==> config.mk <==
export PLATFORM = sky130hd
export DESIGN_NAME = cxu_mac_responder
export DESIGN_NICKNAME = d
export VERILOG_FILES = /design/src/rtl/cxu_pkg.sv /design/src/rtl/cxu_seq_mul.sv /design/src/rtl/cxu_mac_responder.sv
export SDC_FILE = /design/constraint.sdc
export NUM_CORES = 1
export LEC_CHECK = 0
export ABC_AREA = 1
export CELL_PAD_IN_SITES_DETAIL_PLACEMENT = 1
export CELL_PAD_IN_SITES_GLOBAL_PLACEMENT = 2
export CORE_UTILIZATION = 25
export DETAILED_ROUTE_END_ITERATION = 10
export HOLD_SLACK_MARGIN = 0.1
export PLACE_DENSITY_LB_ADDON = 0.15
export SLEW_MARGIN = 5
export SYNTH_ARGS = -nofsm -noshare
export SYNTH_HDL_FRONTEND = slang
export SYNTH_SLANG_ARGS = --single-unit
==> constraint.sdc <==
create_clock -name clk -period 31.2 [get_ports clk]
set_clock_uncertainty 0.15 [all_clocks]
set_input_delay 9.36 -clock clk [delete_from_list [all_inputs] [get_ports clk]]
set_output_delay 9.36 -clock clk [all_outputs]
set_load 0.005 [all_outputs]
==> src/rtl/cxu_pkg.sv <==
// Shared definitions for the CXU MAC responder: function codes, status bit indices, FSM states.
// The MAC saturation helper is used only when CXU_MAC_SATURATE_EN is defined.
package cxu_pkg;

  localparam logic [2:0] FN_ADD    = 3'd0;
  localparam logic [2:0] FN_MUL    = 3'd1;
  localparam logic [2:0] FN_MAC    = 3'd2;
  localparam logic [2:0] FN_RDACC  = 3'd3;
  localparam logic [2:0] FN_CLRACC = 3'd4;

  localparam int ST_ILLEGAL   = 0;
  localparam int ST_BAD_CXU   = 1;
  localparam int ST_BAD_STATE = 2;
  localparam int ST_DROPPED   = 3;

  typedef enum logic [1:0] {
    IDLE = 2'd0,
    MUL  = 2'd1,
    RESP = 2'd2
  } cxu_state_e;

  // The value fits in signed 32 bits only when bits [64:31] all agree.
  function automatic logic [31:0] sat32(input logic [64:0] s);
    if (s[64] && !(&s[63:31]))      return 32'h8000_0000;
    else if (!s[64] && (|s[63:31])) return 32'h7FFF_FFFF;
    else                            return s[31:0];
  endfunction

endpackage

==> src/rtl/cxu_seq_mul.sv <==
// Iterative radix-2 signed 32x32->64 multiplier: sign-magnitude shift-add, 32 iterations.
// done is high during the cycle of the last iteration; product carries that iteration's result.
module cxu_seq_mul (
  input  logic        clk,
  input  logic        rst,
  input  logic        abort,
  input  logic        start,
  input  logic [31:0] a,
  input  logic [31:0] b,
  output logic        done,
  output logic [63:0] product
);

  logic        busy;
  logic [4:0]  cnt;
  logic        neg;
  logic [31:0] mcand;
  logic [31:0] hi;
  logic [31:0] lo;
  logic [32:0] sum;
  logic [63:0] nxt;

  assign sum     = {1'b0, hi} + (lo[0] ? {1'b0, mcand} : 33'd0);
  assign nxt     = {sum, lo[31:1]};
  assign done    = busy && (cnt == 5'd31);
  assign product = neg ? -nxt : nxt;

  always_ff @(posedge clk or posedge rst) begin
    if (rst) begin
      busy  <= 1'b0;
      cnt   <= '0;
      neg   <= 1'b0;
      mcand <= '0;
      hi    <= '0;
      lo    <= '0;
    end else if (abort) begin
      busy <= 1'b0;
    end else if (start) begin
      busy  <= 1'b1;
      cnt   <= '0;
      neg   <= a[31] ^ b[31];
      mcand <= a[31] ? -a : a;
      lo    <= b[31] ? -b : b;
      hi    <= '0;
    end else if (busy) begin
      {hi, lo} <= nxt;
      cnt      <= cnt + 5'd1;
      if (cnt == 5'd31) busy <= 1'b0;
    end
  end

endmodule

==> src/rtl/cxu_mac_responder.sv <==
// CXU responder with ADD/MUL/MAC/RDACC/CLRACC over up to four accumulator states.
// Define CXU_MAC_SATURATE_EN to clamp MAC results to signed 32-bit limits instead of wrapping.
module cxu_mac_responder
  import cxu_pkg::*;
#(
  parameter logic [1:0] CXU_ID     = 2'd0,
  parameter int         NUM_STATES = 4
) (
  input  logic        clk,
  input  logic        rst,
  input  logic        cx_rst,
  input  logic        cx_req_valid,
  input  logic [1:0]  cx_cxu_id,
  input  logic [1:0]  cx_state_id,
  input  logic [24:0] cx_func,
  input  logic [31:0] cx_req_data0,
  input  logic [31:0] cx_req_data1,
  output logic        cx_resp_valid,
  output logic [31:0] cx_resp_data,
  output logic [3:0]  cx_resp_status,
  output logic        cx_resp_state
);

  cxu_state_e  state_q, state_d;
  logic [2:0]  func_q;
  logic [1:0]  sid_q;
  logic        drop_q;
  logic [31:0] acc_q [4];

  logic [2:0]  f;
  logic [2:0]  req_err;
  logic        is_mul_op;
  logic        accept;
  logic [31:0] imm_data;
  logic        imm_dirty;
  logic [31:0] mac_val;
  logic        mul_start;
  logic        mul_done;
  logic [63:0] mul_prod;
  logic        unused_func;

  assign f           = cx_func[2:0];
  assign unused_func = ^cx_func[24:3];
  assign is_mul_op   = (f == FN_MUL) || (f == FN_MAC);
  assign accept      = (state_q == IDLE) && cx_req_valid && !cx_rst;

  always_comb begin
    req_err               = '0;
    req_err[ST_ILLEGAL]   = f > FN_CLRACC;
    req_err[ST_BAD_CXU]   = cx_cxu_id != CXU_ID;
    req_err[ST_BAD_STATE] = int'(cx_state_id) >= NUM_STATES;
  end

  // Result for everything that answers one cycle after acceptance (including errors).
  always_comb begin
    imm_data  = '0;
    imm_dirty = !req_err[ST_BAD_STATE] && (acc_q[cx_state_id] != '0);
    if (req_err == '0) begin
      case (f)
        FN_ADD:    imm_data = cx_req_data0 + cx_req_data1;
        FN_RDACC:  imm_data = acc_q[cx_state_id];
        FN_CLRACC: imm_dirty = 1'b0;
        default:   ;
      endcase
    end
  end

`ifdef CXU_MAC_SATURATE_EN
  always_comb begin
    mac_val = sat32({{33{acc_q[sid_q][31]}}, acc_q[sid_q]} + {mul_prod[63], mul_prod});
  end
`else
  logic unused_prod_hi;
  assign unused_prod_hi = ^mul_prod[63:32];
  always_comb begin
    mac_val = acc_q[sid_q] + mul_prod[31:0];
  end
`endif

  always_comb begin
    state_d   = state_q;
    mul_start = 1'b0;
    case (state_q)
      IDLE: if (cx_req_valid) begin
        if (req_err == '0 && is_mul_op) begin
          state_d   = MUL;
          mul_start = 1'b1;
        end else begin
          state_d = RESP;
        end
      end
      MUL:     if (mul_done) state_d = RESP;
      RESP:    state_d = IDLE;
      default: state_d = IDLE;
    endcase
    if (cx_rst) begin
      state_d   = IDLE;
      mul_start = 1'b0;
    end
  end

  always_ff @(posedge clk or posedge rst) begin
    if (rst) state_q <= IDLE;
    else     state_q <= state_d;
  end

  always_ff @(posedge clk or posedge rst) begin
    if (rst) begin
      cx_resp_valid  <= 1'b0;
      cx_resp_data   <= '0;
      cx_resp_status <= '0;
      cx_resp_state  <= 1'b0;
      drop_q         <= 1'b0;
      func_q         <= '0;
      sid_q          <= '0;
      for (int i = 0; i < 4; i++) acc_q[i] <= '0;
    end else if (cx_rst) begin
      // Soft clear: abort silently, response outputs keep their last values.
      cx_resp_valid <= 1'b0;
      drop_q        <= 1'b0;
      for (int i = 0; i < 4; i++) acc_q[i] <= '0;
    end else begin
      cx_resp_valid <= 1'b0;
      if (state_q != IDLE && cx_req_valid) drop_q <= 1'b1;
      if (accept) begin
        func_q <= f;
        sid_q  <= cx_state_id;
        if (req_err != '0 || !is_mul_op) begin
          cx_resp_valid  <= 1'b1;
          cx_resp_data   <= imm_data;
          cx_resp_status <= {drop_q, req_err};
          cx_resp_state  <= imm_dirty;
          drop_q         <= 1'b0;
          if (req_err == '0 && f == FN_CLRACC) acc_q[cx_state_id] <= '0;
        end
      end
      // A request dropped on the completing edge itself is still reported here.
      if (state_q == MUL && mul_done) begin
        cx_resp_valid  <= 1'b1;
        cx_resp_status <= {drop_q | cx_req_valid, 3'b000};
        drop_q         <= 1'b0;
        if (func_q == FN_MAC) begin
          cx_resp_data   <= mac_val;
          cx_resp_state  <= mac_val != '0;
          acc_q[sid_q]   <= mac_val;
        end else begin
          cx_resp_data   <= mul_prod[31:0];
          cx_resp_state  <= acc_q[sid_q] != '0;
        end
      end
    end
  end

  cxu_seq_mul u_mul (
    .clk     (clk),
    .rst     (rst),
    .abort   (cx_rst),
    .start   (mul_start),
    .a       (cx_req_data0),
    .b       (cx_req_data1),
    .done    (mul_done),
    .product (mul_prod)
  );

endmodule

# [Word-level counts from Yosys, hierarchy flattened]
# Cells that the tools add are included.
[classes] add_sub_neg=7 mul=0 div=0 n_lt_le_gt_ge=5 eq_ne=9 shift=0 muxes=65 bitwise=7 reduce_logical=30
[op_table] operator="$mux W128" n=7
[op_table] operator="$mux W32" n=19
[op_table] operator="$and A128 B128 Y128" n=1
[op_table] operator="$bmux W32 S2" n=2
[op_table] operator="$bwmux W128" n=1
[op_table] operator="$demux W32 S2" n=2
[op_table] operator="$not A128 Y128" n=1
[op_table] operator="$neg A32 Y32" n=3
[op_table] operator="$reduce_bool A32 Y1" n=3
[op_table] operator="$add A32 B32 Y32" n=2
[op_table] operator="$pmux W32 S2" n=1
[op_table] operator="$add A32 B32 Y33" n=1
[op_table] operator="$mux W1" n=23
[op_table] operator="$mux W4" n=3
[op_table] operator="$mux W5" n=2
[op_table] operator="$reduce_bool A2 Y1" n=5
[op_table] operator="$eq A3 B2 Y1 const B" n=3
[op_table] operator="$logic_and A1 B1 Y1" n=9
[op_table] operator="$mux W2" n=4
[op_table] operator="$reduce_and A2 Y1" n=4
[op_table] operator="$ge A3 B3 Y1 const B" n=2
[op_table] operator="$logic_not A3 Y1" n=2
[op_table] operator="$lt A3 B1 Y1 const B" n=2
[op_table] operator="$ne A3 B3 Y1 const B" n=2
[op_table] operator="other kinds (16)" n=19
[totals] regBits=277 latchBits=0 mem_bits_rw=0 romBits=0 inputBits=97 output_inout_bits=38 word_cells=141 memories=0

# [Longest topological paths before layout]
# Gate-level depths: netlist (run 1).
[depth] depth_word=15 ltp_mapped=31

# [Hierarchy]
# From an unflattened synthesis (run 1), not the netlist that was laid out.
[unflattened] hier_cells=3868 area_unflattened_um2=24089.4
[by_module_without_submodules] mod="cxu_mac_responder" instances=1 cells_per_inst=2217 area_per_inst_um2=13924.6 seq_area_each_um2=4329.2
[by_module_without_submodules] mod="cxu_seq_mul" instances=1 cells_per_inst=1651 area_per_inst_um2=10164.7 seq_area_each_um2=2577.5

# [Worst setup path after synthesis (run 1)]
# OpenSTA, ideal clock, no wires.
[synth_path] path_type="input -> register" start="in cx_req_data0[0]" end="reg cx_resp_data[20]" setup_ns=0.124 arrival_ns=11.321 required_ns=30.926 path_slack_ns=19.605 stages=13 cell_sequence="ha_1 fa_1 nand2_1 nor3_1 or2_2 a21oi_1 inv_1 a21oi_1 o21ai_0 o21ai_0 nand2_1 a21oi_1 a21oi_1"
[synth_via] elab_chain_cells=6
[synth_rtl] element="from (decl)" line_no="cxu_mac_responder.sv:16" text="input logic [31:0] cx_req_data0,"
[synth_rtl] element="$add A32 B32 Y32" line_no="cxu_mac_responder.sv:60" text="FN_ADD: imm_data = cx_req_data0 + cx_req_data1;"
[synth_rtl] element="$pmux W32 S2" line_no="cxu_mac_responder.sv:59" text="case (f)"
[synth_rtl] element="$mux W32" line_no="cxu_mac_responder.sv:58" text="if (req_err == '0) begin"
[synth_rtl] element="$mux W32" line_no="cxu_mac_responder.sv:128" text="if (req_err != '0 || !is_mul_op) begin"
[synth_rtl] element="$mux W32" line_no="cxu_mac_responder.sv:125" text="if (accept) begin"
[synth_rtl] element="$mux W32" line_no="cxu_mac_responder.sv:138" text="if (state_q == MUL && mul_done) begin"
[synth_rtl] element="to (signal assigned)" line_no="cxu_mac_responder.sv:130" text="cx_resp_data <= imm_data;"
[synth_rtl] element="to (signal assigned)" line_no="cxu_mac_responder.sv:143" text="cx_resp_data <= mac_val;"
[synth_rtl] element="to (signal assigned)" line_no="cxu_mac_responder.sv:147" text="cx_resp_data <= mul_prod[31:0];"
[synth_rtl] element="to (decl)" line_no="cxu_mac_responder.sv:19" text="output logic [31:0] cx_resp_data,"
# Every way passes these cells. The select of a mux whose other input is x is not followed.
# A chain may end at the register's enable or synchronous reset.

# [Worst setup path after layout (run 1)]
[layout_path] start="in cx_state_id[0]" end="reg cx_resp_state"
[layout_via] elab_chain_cells=10
[layout_rtl] element="from (decl)" line_no="cxu_mac_responder.sv:14" text="input logic [1:0] cx_state_id,"
[layout_rtl] element="$not A2 Y3 (not written as such) *" line_no="cxu_mac_responder.sv:57" text="imm_dirty = !req_err[ST_BAD_STATE] && (acc_q[cx_state_id] != '0);"
[layout_rtl] element="$bmux W32 S2 *" line_no="cxu_mac_responder.sv:57"
[layout_rtl] element="$mux W32 (not written as such) * (2 in series)" line_no="cxu_mac_responder.sv:57"
[layout_rtl] element="$reduce_bool A32 Y1 *" line_no="cxu_mac_responder.sv:57"
[layout_rtl] element="$mux W1" line_no="cxu_mac_responder.sv:59"
[layout_rtl] element="$mux W1 *" line_no="cxu_mac_responder.sv:58"
[layout_rtl] element="$mux W1 *" line_no="cxu_mac_responder.sv:128"
[layout_rtl] element="$mux W1 *" line_no="cxu_mac_responder.sv:125"
[layout_rtl] element="$mux W1 *" line_no="cxu_mac_responder.sv:138"
[layout_rtl] element="to (signal assigned)" line_no="cxu_mac_responder.sv:132" text="cx_resp_state <= imm_dirty;"
[layout_rtl] element="to (decl)" line_no="cxu_mac_responder.sv:21" text="output logic cx_resp_state"
# Mark *: on every way between the ends. The rest lies on a longest branch, timed or not. The select of a mux whose other input is x is not followed.

==> results_dict.tcl, run 1 <==
set metrics [dict create \
    status "finished, final reports clean" \
    ios 135 \
    drt-initial-drc-count 1414 \
    start_util 0.252 \
    place.gp.congestion 0.881 \
    max_stage_delay_ns 1.03 \
    numCtsBuffers 41 \
    layout_common_cells "nand2_1 (799), inv_1 (341), nor2_1 (329)" \
    rsz0062_at_grt "no" \
    fin_crit_sh 0.424 \
    worstPathRequired_ns 31.53 \
    avgSynthCellArea_um2 6.71 \
    synth_edf_count 0 \
    clock_latency_ns 0.60 \
    ys_seq_area_frac 0.310 \
    nNetsFinal 3587 \
    grt_usage 0.249 \
    p_leak_uw 0.0120 \
    yosys_most_used_dff "dfrtp_1" \
    synthCells 3323 \
    drv_slew 0 \
    cap_violations 0 \
    synthArstFlopShare 1.00 \
    viasPerCell 5.24 \
    antenna_left 0 \
    grt_pass1_wl_um 167000 \
    worstPathArrival_ns 13.56 \
    max_slew.worst_pin.slew_ns 1.30 \
    postCtsSetupBuffers 0 \
    port_buffers 111 \
    diodes 0 \
    finalSetupTns_ns 0 \
    period_needed_ns 13.23 \
    finalInstanceArea_mm2 0.0261 \
    final_hold_viol_count 0 \
    avgRoutedWirePerCell_um 24.8 \
    first_pass_iters 5 \
    cts_sinks 276 \
    drive_above_1_share 0.0766 \
    hpwl_um 85500 \
    core_area_mm2 0.0884 \
    die_h_um 301 \
    dieWidth_um 301 \
    final_common_cell "nand2_1" \
    grt-ovfl-total 0 \
    cp-start-kind "primary input" \
    ys_ff_latch 276 \
    antenna_found_initial 1 \
    slew_headroom 0.133 \
    grt_pass1_vias 24795 \
    clk_pin_slew_ns 0.06 \
    cts.repair.resized 0 \
    syn_area_mm2 0.0223 \
    synth.distinct_cells 66 \
    hold_buffers 0 \
    cp_max_fo 17 \
    crit_chain "clkdlybuf4s50_1 > inv_1 > nand2_1 > buf_4 > clkinv_1 > a221oi_1 > nand2_1 > nor4_1 > a41oi_1 > a21oi_1 > a21oi_2" \
    clockBufferDepth 3 \
    cpMostUsedCell "nand2_1" \
    ys_warn_count 0 \
    end_kind "flip-flop" \
    cts_tree "built" \
    cts_root_buffer "clkbuf_16" \
    crit_slowest_cell "a221oi_1" \
    rows 109 \
    route.detailed.drc 0 \
    postPlaceCellArea_mm2 0.0247 \
    syn_to_final_growth_pct 16.8 \
    peakVddDrop_mv 0.0360 \
    fmax_mhz 75.6 \
    dieArea_mm2 0.0904 \
    htree_levels 2 \
    vias 24027 \
    syn-num-nets 3520 \
    setup_viol 0 \
    min_path_type "reg -> reg" \
    totalWireLength_um 114000 \
    grt_max_degree 100 \
    path_class "in -> reg" \
    power.density_mw_per_mm2 68.1 \
]
## synthesized netlist by cell type, types with 21 or more instances
cell | count | area, um^2
a21oi_1 | 310 | 1550
a22oi_1 | 31 | 233
a31oi_1 | 25 | 156
clkbuf_1 | 109 | 409
dfrtp_1 | 276 | 6910
ha_1 | 97 | 1210
inv_1 | 342 | 1280
inv_2 | 22 | 82.6
nand2_1 | 799 | 3000
nand2_2 | 39 | 244
nand3_1 | 167 | 836
nand4_1 | 28 | 175
nor2_1 | 340 | 1280
nor3_1 | 30 | 150
nor4_1 | 21 | 131
o211ai_1 | 25 | 188
o21ai_0 | 293 | 1470
o221ai_1 | 40 | 350
o22ai_1 | 49 | 307
xnor2_1 | 21 | 184
xor2_1 | 57 | 499
## routing by layer
layer,track usage,wire length (um)
met2,0.392,50300
met4,0.0700,3080
met3,0.0245,4320
met1,0.359,55900
met5,0,0
## area by class of cell
cell class / instances / area (um^2)
clock inverters: 12 / 144
fillers: 11034 / 62300
clock buffers: 63 / 1190
inverters: 376 / 1430
repair buffers: 155 / 1440
multi-input cells: 2540 / 13500
well taps: 1165 / 1460
flip-flops and latches: 276 / 6910
## report_power, final
part | switching (uW) | leakage (uW) | internal [uW]
Combinational | 618 | 0.00769 | 232
Sequential | 49.4 | 0.00368 | 398
Clock | 198 | 0.000642 | 280
## worst paths after layout
| path | startpoint | endpoint | slack, ns | depth (start not counted) |
|---|---|---|---|---|
| worst max-delay path | cx_state_id[0] | cx_resp_state | 17.97 | 11 |
| worst min-delay path | u_mul.mcand[29] | u_mul.mcand[29] | 0.34 | 2 |
| worst max register to register | u_mul.lo[1] | cx_resp_state | 25.98 | 26 |
| worst min register to register | u_mul.mcand[29] | u_mul.mcand[29] | 0.34 | 2 |
| max in group asynchronous | rst | u_mul.mcand[4] | 19.45 | 4 |
| min in group asynchronous | rst | state_q[1] | 9.15 | 2 |
## sequential cells by signal, indices dropped and copies added, names as in the netlist
| register | count |
|---|---|
| u_mul.cnt | 5 |
| u_mul.mcand | 32 |
| sid_q | 2 |
| state_q | 2 |
| drop_q | 1 |
| cx_resp_valid | 1 |
| func_q | 3 |
| u_mul.hi | 32 |
| u_mul.busy | 1 |
| acc_q | 128 |
| cx_resp_status | 3 |
| cx_resp_data | 32 |
| u_mul.neg | 1 |
| u_mul.lo | 32 |
| cx_resp_state | 1 |
## metrics by stage
step / instances / power (uW) / utilization / hold slack [ns] / setup WS, ns
floorplan: 3323 / 947 / - / 0.293 / 14.08
global placement: 4512 / 1280 / 0.280 / 0.320 / 17.45
detailed placement: 4512 / 1290 / 0.280 / 0.327 / 17.44
CTS: 4587 / 1780 / 0.295 / 0.343 / 18.08
global route: 4587 / 1880 / 0.295 / 0.364 / 18.06
finish: 4587 / 1770 / 0.295 / 0.337 / 17.97
## cell families after synthesis
family	after synthesis	synth area share
and+or+nand+nor	1500	0.290
AOI/OAI and AO/OA	858	0.222
buffers and inverters	507	0.0885
DFF	276	0.310
adders and majority gates	100	0.0571
xor gates and xnor gates	80	0.0326
other	1	0.000168
muxes	1	0.000505
## worst max-delay path: cells and delay by family
kind	cells	cell delay, ns
AOI/OAI and AO/OA	4	1.88
and+or+nand+nor	3	0.92
buffers and inverters	4	1.38
Note: power is estimated with default switching activity, not from simulation.
==> run 2, diff against run 1 <==
- clock period: 31.2 -> 12.2 ns (I/O delays scaled with it)
==> run 2 against run 1 <==
Register-to-register slack worse by 19 ns. Non-clock buffer count down 2. Setup slack worse by 14 ns. Utilization about the same. Sequential share of layout area about the same. Critical path depth unchanged. Cell area about the same. Sequential power rose to 2.6 times the previous value. Via count up 1.3%. Flip-flop and latch count unchanged. Largest cell class unchanged.
==> results_dict.tcl, run 2 (synthesis results as in run 1) <==
set metrics [dict create \
    grt-ovfl-total 0 \
    drt-initial-drc-count 1684 \
    grt_max_degree 127 \
    syn_to_final_growth_pct 16.7 \
    p_int_uw 2320 \
    rsz0062_at_grt "no" \
    clock_power_share 0.265 \
    status "finished, final reports clean" \
    final_common_cell "nand2_1" \
    layout_common_cells "nand2_1 (799), inv_1 (341), nor2_1 (330)" \
    cap_violations 0 \
    dieWidth_um 301 \
    finalSetupTns_ns 0 \
    crit_buf_inv 4 \
    place_inst 4510 \
    drv_slew 0 \
    numCtsBuffers 40 \
    cts_sinks 276 \
    dp_slack_ns 3.81 \
    path_class "in -> reg" \
    fin_crit_sh 0.635 \
    grt_usage 0.250 \
    slew_headroom 0.126 \
    nNetsFinal 3584 \
    max_slew.worst_pin.slew_ns 1.31 \
    min_path_type "reg -> reg" \
    setup_viol 0 \
    worstPathArrival_ns 8.03 \
    netSwitchingFraction 0.487 \
    start_util 0.252 \
    cp-start-kind "primary input" \
    power_frac_seq 0.253 \
    crit_cells 11 \
    cts_tree "built" \
    place.gp.congestion 0.873 \
    ios 135 \
    grt_pass1_vias 24854 \
    totalWireLength_um 114000 \
    avgRoutedWirePerCell_um 25.0 \
    final_hold_viol_count 0 \
    dieArea_mm2 0.0904 \
    antenna_left 0 \
    period_needed_ns 7.75 \
    worst_hold_slack_ns 0.339 \
    postLayoutSetupSlackWorst_ns 4.45 \
    crit_slowest_cell "nor2_2" \
    drive_above_1_share 0.0752 \
    die_h_um 301 \
    rows 109 \
    power.density_mw_per_mm2 174 \
    cts.repair.resized 0 \
    clockBufferDepth 3 \
    peakVddDrop_mv 0.0949 \
    viasPerCell 5.31 \
    clock_latency_ns 0.60 \
    route.detailed.drc 0 \
    end_kind "flip-flop" \
    fin_cells 4583 \
    grt_pass1_wl_um 168000 \
    first_pass_iters 5 \
    fmax_mhz 129 \
    htree_levels 2 \
    postCtsSetupBuffers 0 \
    crit_chain "clkdlybuf4s50_1 > nor2_1 > inv_1 > nor3_1 > nand3_1 > nor2_2 > inv_1 > nand2_1 > clkinv_1 > nand2_1 > a21oi_1" \
    core_area_mm2 0.0884 \
    worst_r2r_path_depth 29 \
    cp_max_fo 18 \
    antenna_found_initial 4 \
    combPwrFrac 0.482 \
    clk_pin_slew_ns 0.06 \
    max_flop_register "acc_q" \
    hpwl_um 85400 \
    worstPathRequired_ns 12.48 \
    crit_family "simple AND/OR/NAND/NOR gates" \
    fin_util 0.295 \
    port_buffers 111 \
    hold_buffers 0 \
    max_stage_delay_ns 0.93 \
    largest_register_ffs 128 \
    hold_path_depth 2 \
    switching_power_uw 2200 \
    p_leak_uw 0.0120 \
    vias 24331 \
    cts_root_buffer "clkbuf_16" \
]
[run 2: area by class of cell]
type | count | area [um^2]
diodes | 1 | 2.50
multi-input cells | 2540 | 13500
clock buffers | 61 | 1170
flip-flops and latches | 276 | 6910
repair buffers | 153 | 1440
well taps | 1165 | 1460
clock inverters | 11 | 146
fillers | 11042 | 62300
inverters | 376 | 1430
[run 2: through the flow]
stage	cell area [um^2]	total power, uW
floorplan	22300	2420
global placement	24700	3270
detailed placement	24700	3300
CTS	26000	4530
global route	26000	4780
finish	26000	4520
[run 2: per-layer routing]
| layer | track usage | routed length [um] | part of all wire |
|---|---|---|---|
| met5 | 0 | 0 | 0 |
| met4 | 0.0575 | 2360 | 0.021 |
| met3 | 0.0309 | 5260 | 0.046 |
| met2 | 0.401 | 51500 | 0.45 |
| met1 | 0.356 | 55300 | 0.48 |
[run 2: final timing paths]
check	startpoint	to	slack [ns]
max	cx_cxu_id[1]	acc_q[28]	4.45
min	cx_resp_status[1]	cx_resp_status[1]	0.34
max reg2reg	sid_q[0]	cx_resp_state	6.91
min reg2reg	cx_resp_status[1]	cx_resp_status[1]	0.34
max in group asynchronous	rst	cx_resp_data[19]	6.96
min in group asynchronous	rst	state_q[0]	3.44
[run 2: power by group through the flow]
stage               clock network (uW)  logic, uW  registers [uW]
finish                            1200       2180            1140
global route                      1260       2360            1160
detailed placement                   0       2140            1150
floorplan                            0       1320            1100
CTS                               1240       2160            1140
global placement                     0       2120            1150
[run 2: worst register-to-register path, delay by kind of cell, from the launching register on]
family	cells	cell delay, ns
buffers and inverters	3	0.80
adder cells (fa/ha/maj)	2	0.74
AND/OR/NAND/NOR	23	2.85
flip-flops	1	0.52
AO/OA/AOI/OAI	1	0.08
==> run 3, diff against run 2 <==
- clock period: 12.2 -> 7.2 ns (I/O delays scaled with it)
==> run 3 against run 2 <==
Cell area rose by 0.25%. Flip-flop and latch count did not move. Clock-buffer cell count fell by 4. Combinational power rose by 71%. Global-route usage rose by 0.13 points. Sequential share of layout area fell by 0.065 points. Setup slack got worse by 2.6 ns. Routed wire length fell by 0.45%. Largest cell class unchanged.
==> results_dict.tcl, run 3 (synthesis results as in run 1) <==
set metrics [dict create \
    place.gp.congestion 0.902 \
    dieArea_mm2 0.0904 \
    clock_latency_ns 0.59 \
    die_h_um 301 \
    antenna_left 0 \
    status "finished, final reports clean" \
    rrSetupSlack_ns 1.84 \
    grt-ovfl-total 0 \
    nNetsFinal 3593 \
    cts.repair.resized 0 \
    final_common_cell "nand2_1" \
    hold_path_depth 2 \
    path_class "reg -> reg" \
    max_flop_register "acc_q" \
    vias 24118 \
    power.density_mw_per_mm2 295 \
    drv_slew 0 \
    worstPathRequired_ns 7.52 \
    antenna_found_initial 2 \
    clk_pin_slew_ns 0.06 \
    start_util 0.252 \
    use_met2 0.396 \
    cp-start-kind "flip-flop" \
    drt-initial-drc-count 1475 \
    numCtsBuffers 41 \
    hpwl_um 86800 \
    dieWidth_um 301 \
    rows 109 \
    port_buffers 111 \
    worstHoldStart "u_mul.mcand[9]" \
    cts_root_buffer "clkbuf_16" \
    p_leak_uw 0.0120 \
    grtUsageMet3 0.0290 \
    slew_headroom 0.112 \
    grt_pass1_wl_um 169000 \
    postPlaceCellArea_mm2 0.0248 \
    fmax_mhz 186 \
    crit_slowest_cell "nand2_2" \
    cp_max_fo 27 \
    dp_slack_ns 1.37 \
    holdPathEnd "u_mul.mcand[9]" \
    period_needed_ns 5.36 \
    worst_r2r_path_depth 28 \
    rsz0062_at_grt "no" \
    final_hold_viol_count 0 \
    viasPerCell 5.25 \
    cts_sinks 276 \
    postCtsSetupBuffers 0 \
    route.detailed.drc 0 \
    first_pass_iters 5 \
    fin_crit_sh 0.745 \
    cts_tree "built" \
    core_area_mm2 0.0884 \
    finalSetupTns_ns 0 \
    syn_to_final_growth_pct 17.0 \
    cap_violations 0 \
    layout_common_cells "nand2_1 (799), inv_1 (341), nor2_1 (332)" \
    max_stage_delay_ns 0.77 \
    busiest_layer "met2" \
    totalWireLength_um 114000 \
    rr_startpoint "sid_q[0]" \
    end_kind "flip-flop" \
    grt_pass1_vias 24858 \
    drive_above_1_share 0.0774 \
    min_path_type "reg -> reg" \
    postLayoutSetupSlackWorst_ns 1.84 \
    max_slew.worst_pin.slew_ns 1.33 \
    ios 135 \
    cpMostUsedCell "nand2_1" \
    setup_viol 0 \
    avgRoutedWirePerCell_um 24.8 \
    grt_max_degree 139 \
    grt_usage 0.252 \
    grt_util_met1 0.363 \
    regToRegEndpoint "cx_resp_state" \
    clockBufferDepth 3 \
    hold_buffers 0 \
    worstPathArrival_ns 5.68 \
    fillers 10985 \
    largest_register_ffs 128 \
    htree_levels 2 \
    peakVddDrop_mv 0.143 \
    finalInstanceArea_mm2 0.0261 \
]
-- run 3: worst max-delay path, delay by kind of cell (launching register included) --
kind	cells	cell delay [ns]
AO/OA/AOI/OAI	1	0.08
adder cells (fa/ha/maj)	2	0.73
flip-flops	1	0.52
AND/OR/NAND/NOR	23	3.42
buffers and inverters	2	0.35
-- run 3: how the worst max path moves through the flow --
stage	to	startpoint	slack, ns	cells past startpoint
finish	cx_resp_state	sid_q[0]	1.84	28
global route	cx_resp_state	sid_q[0]	1.49	28
CTS	cx_resp_state	sid_q[0]	1.87	24
detailed placement	cx_resp_data[27]	cx_req_data0[2]	1.37	15
global placement	cx_resp_data[27]	cx_req_data0[2]	1.38	15
floorplan	acc_q[0]	rst	1.24	1
-- run 3: stage by stage --
step                hold WS (ns)  cells  power (uW)   util
floorplan                  0.293   3323        4110      -
global placement           0.318   4518        5620  0.280
detailed placement         0.326   4518        5660  0.280
CTS                        0.340   4590        7760  0.295
global route               0.368   4590        8170  0.295
finish                     0.339   4591        7710  0.295
-- run 3: area by class of cell --
cell class	count	area [um^2]	share of cell area
Multi-Input combinational cell	2540	13500	0.517
Sequential cell	276	6910	0.265
Timing Repair Buffer	161	1510	0.0578
Tap cell	1165	1460	0.0558
Inverter	376	1430	0.0546
Clock buffer	57	1160	0.0443
Clock inverter	15	160	0.00614
Antenna cell	1	2.50	0.0000959
-- run 3: report_power, final --
| group | internal, uW | switching, uW |
|---|---|---|
| clock | 1200 | 840 |
| sequential | 1720 | 222 |
| combinational | 1010 | 2720 |
-- run 3: layer usage --
layer | vias to the layer above | share of wire
met5 | - | 0
met4 | 0 | 0.023
met3 | 133 | 0.044
met2 | 514 | 0.44
met1 | 12175 | 0.49
li1 | 11296 | -
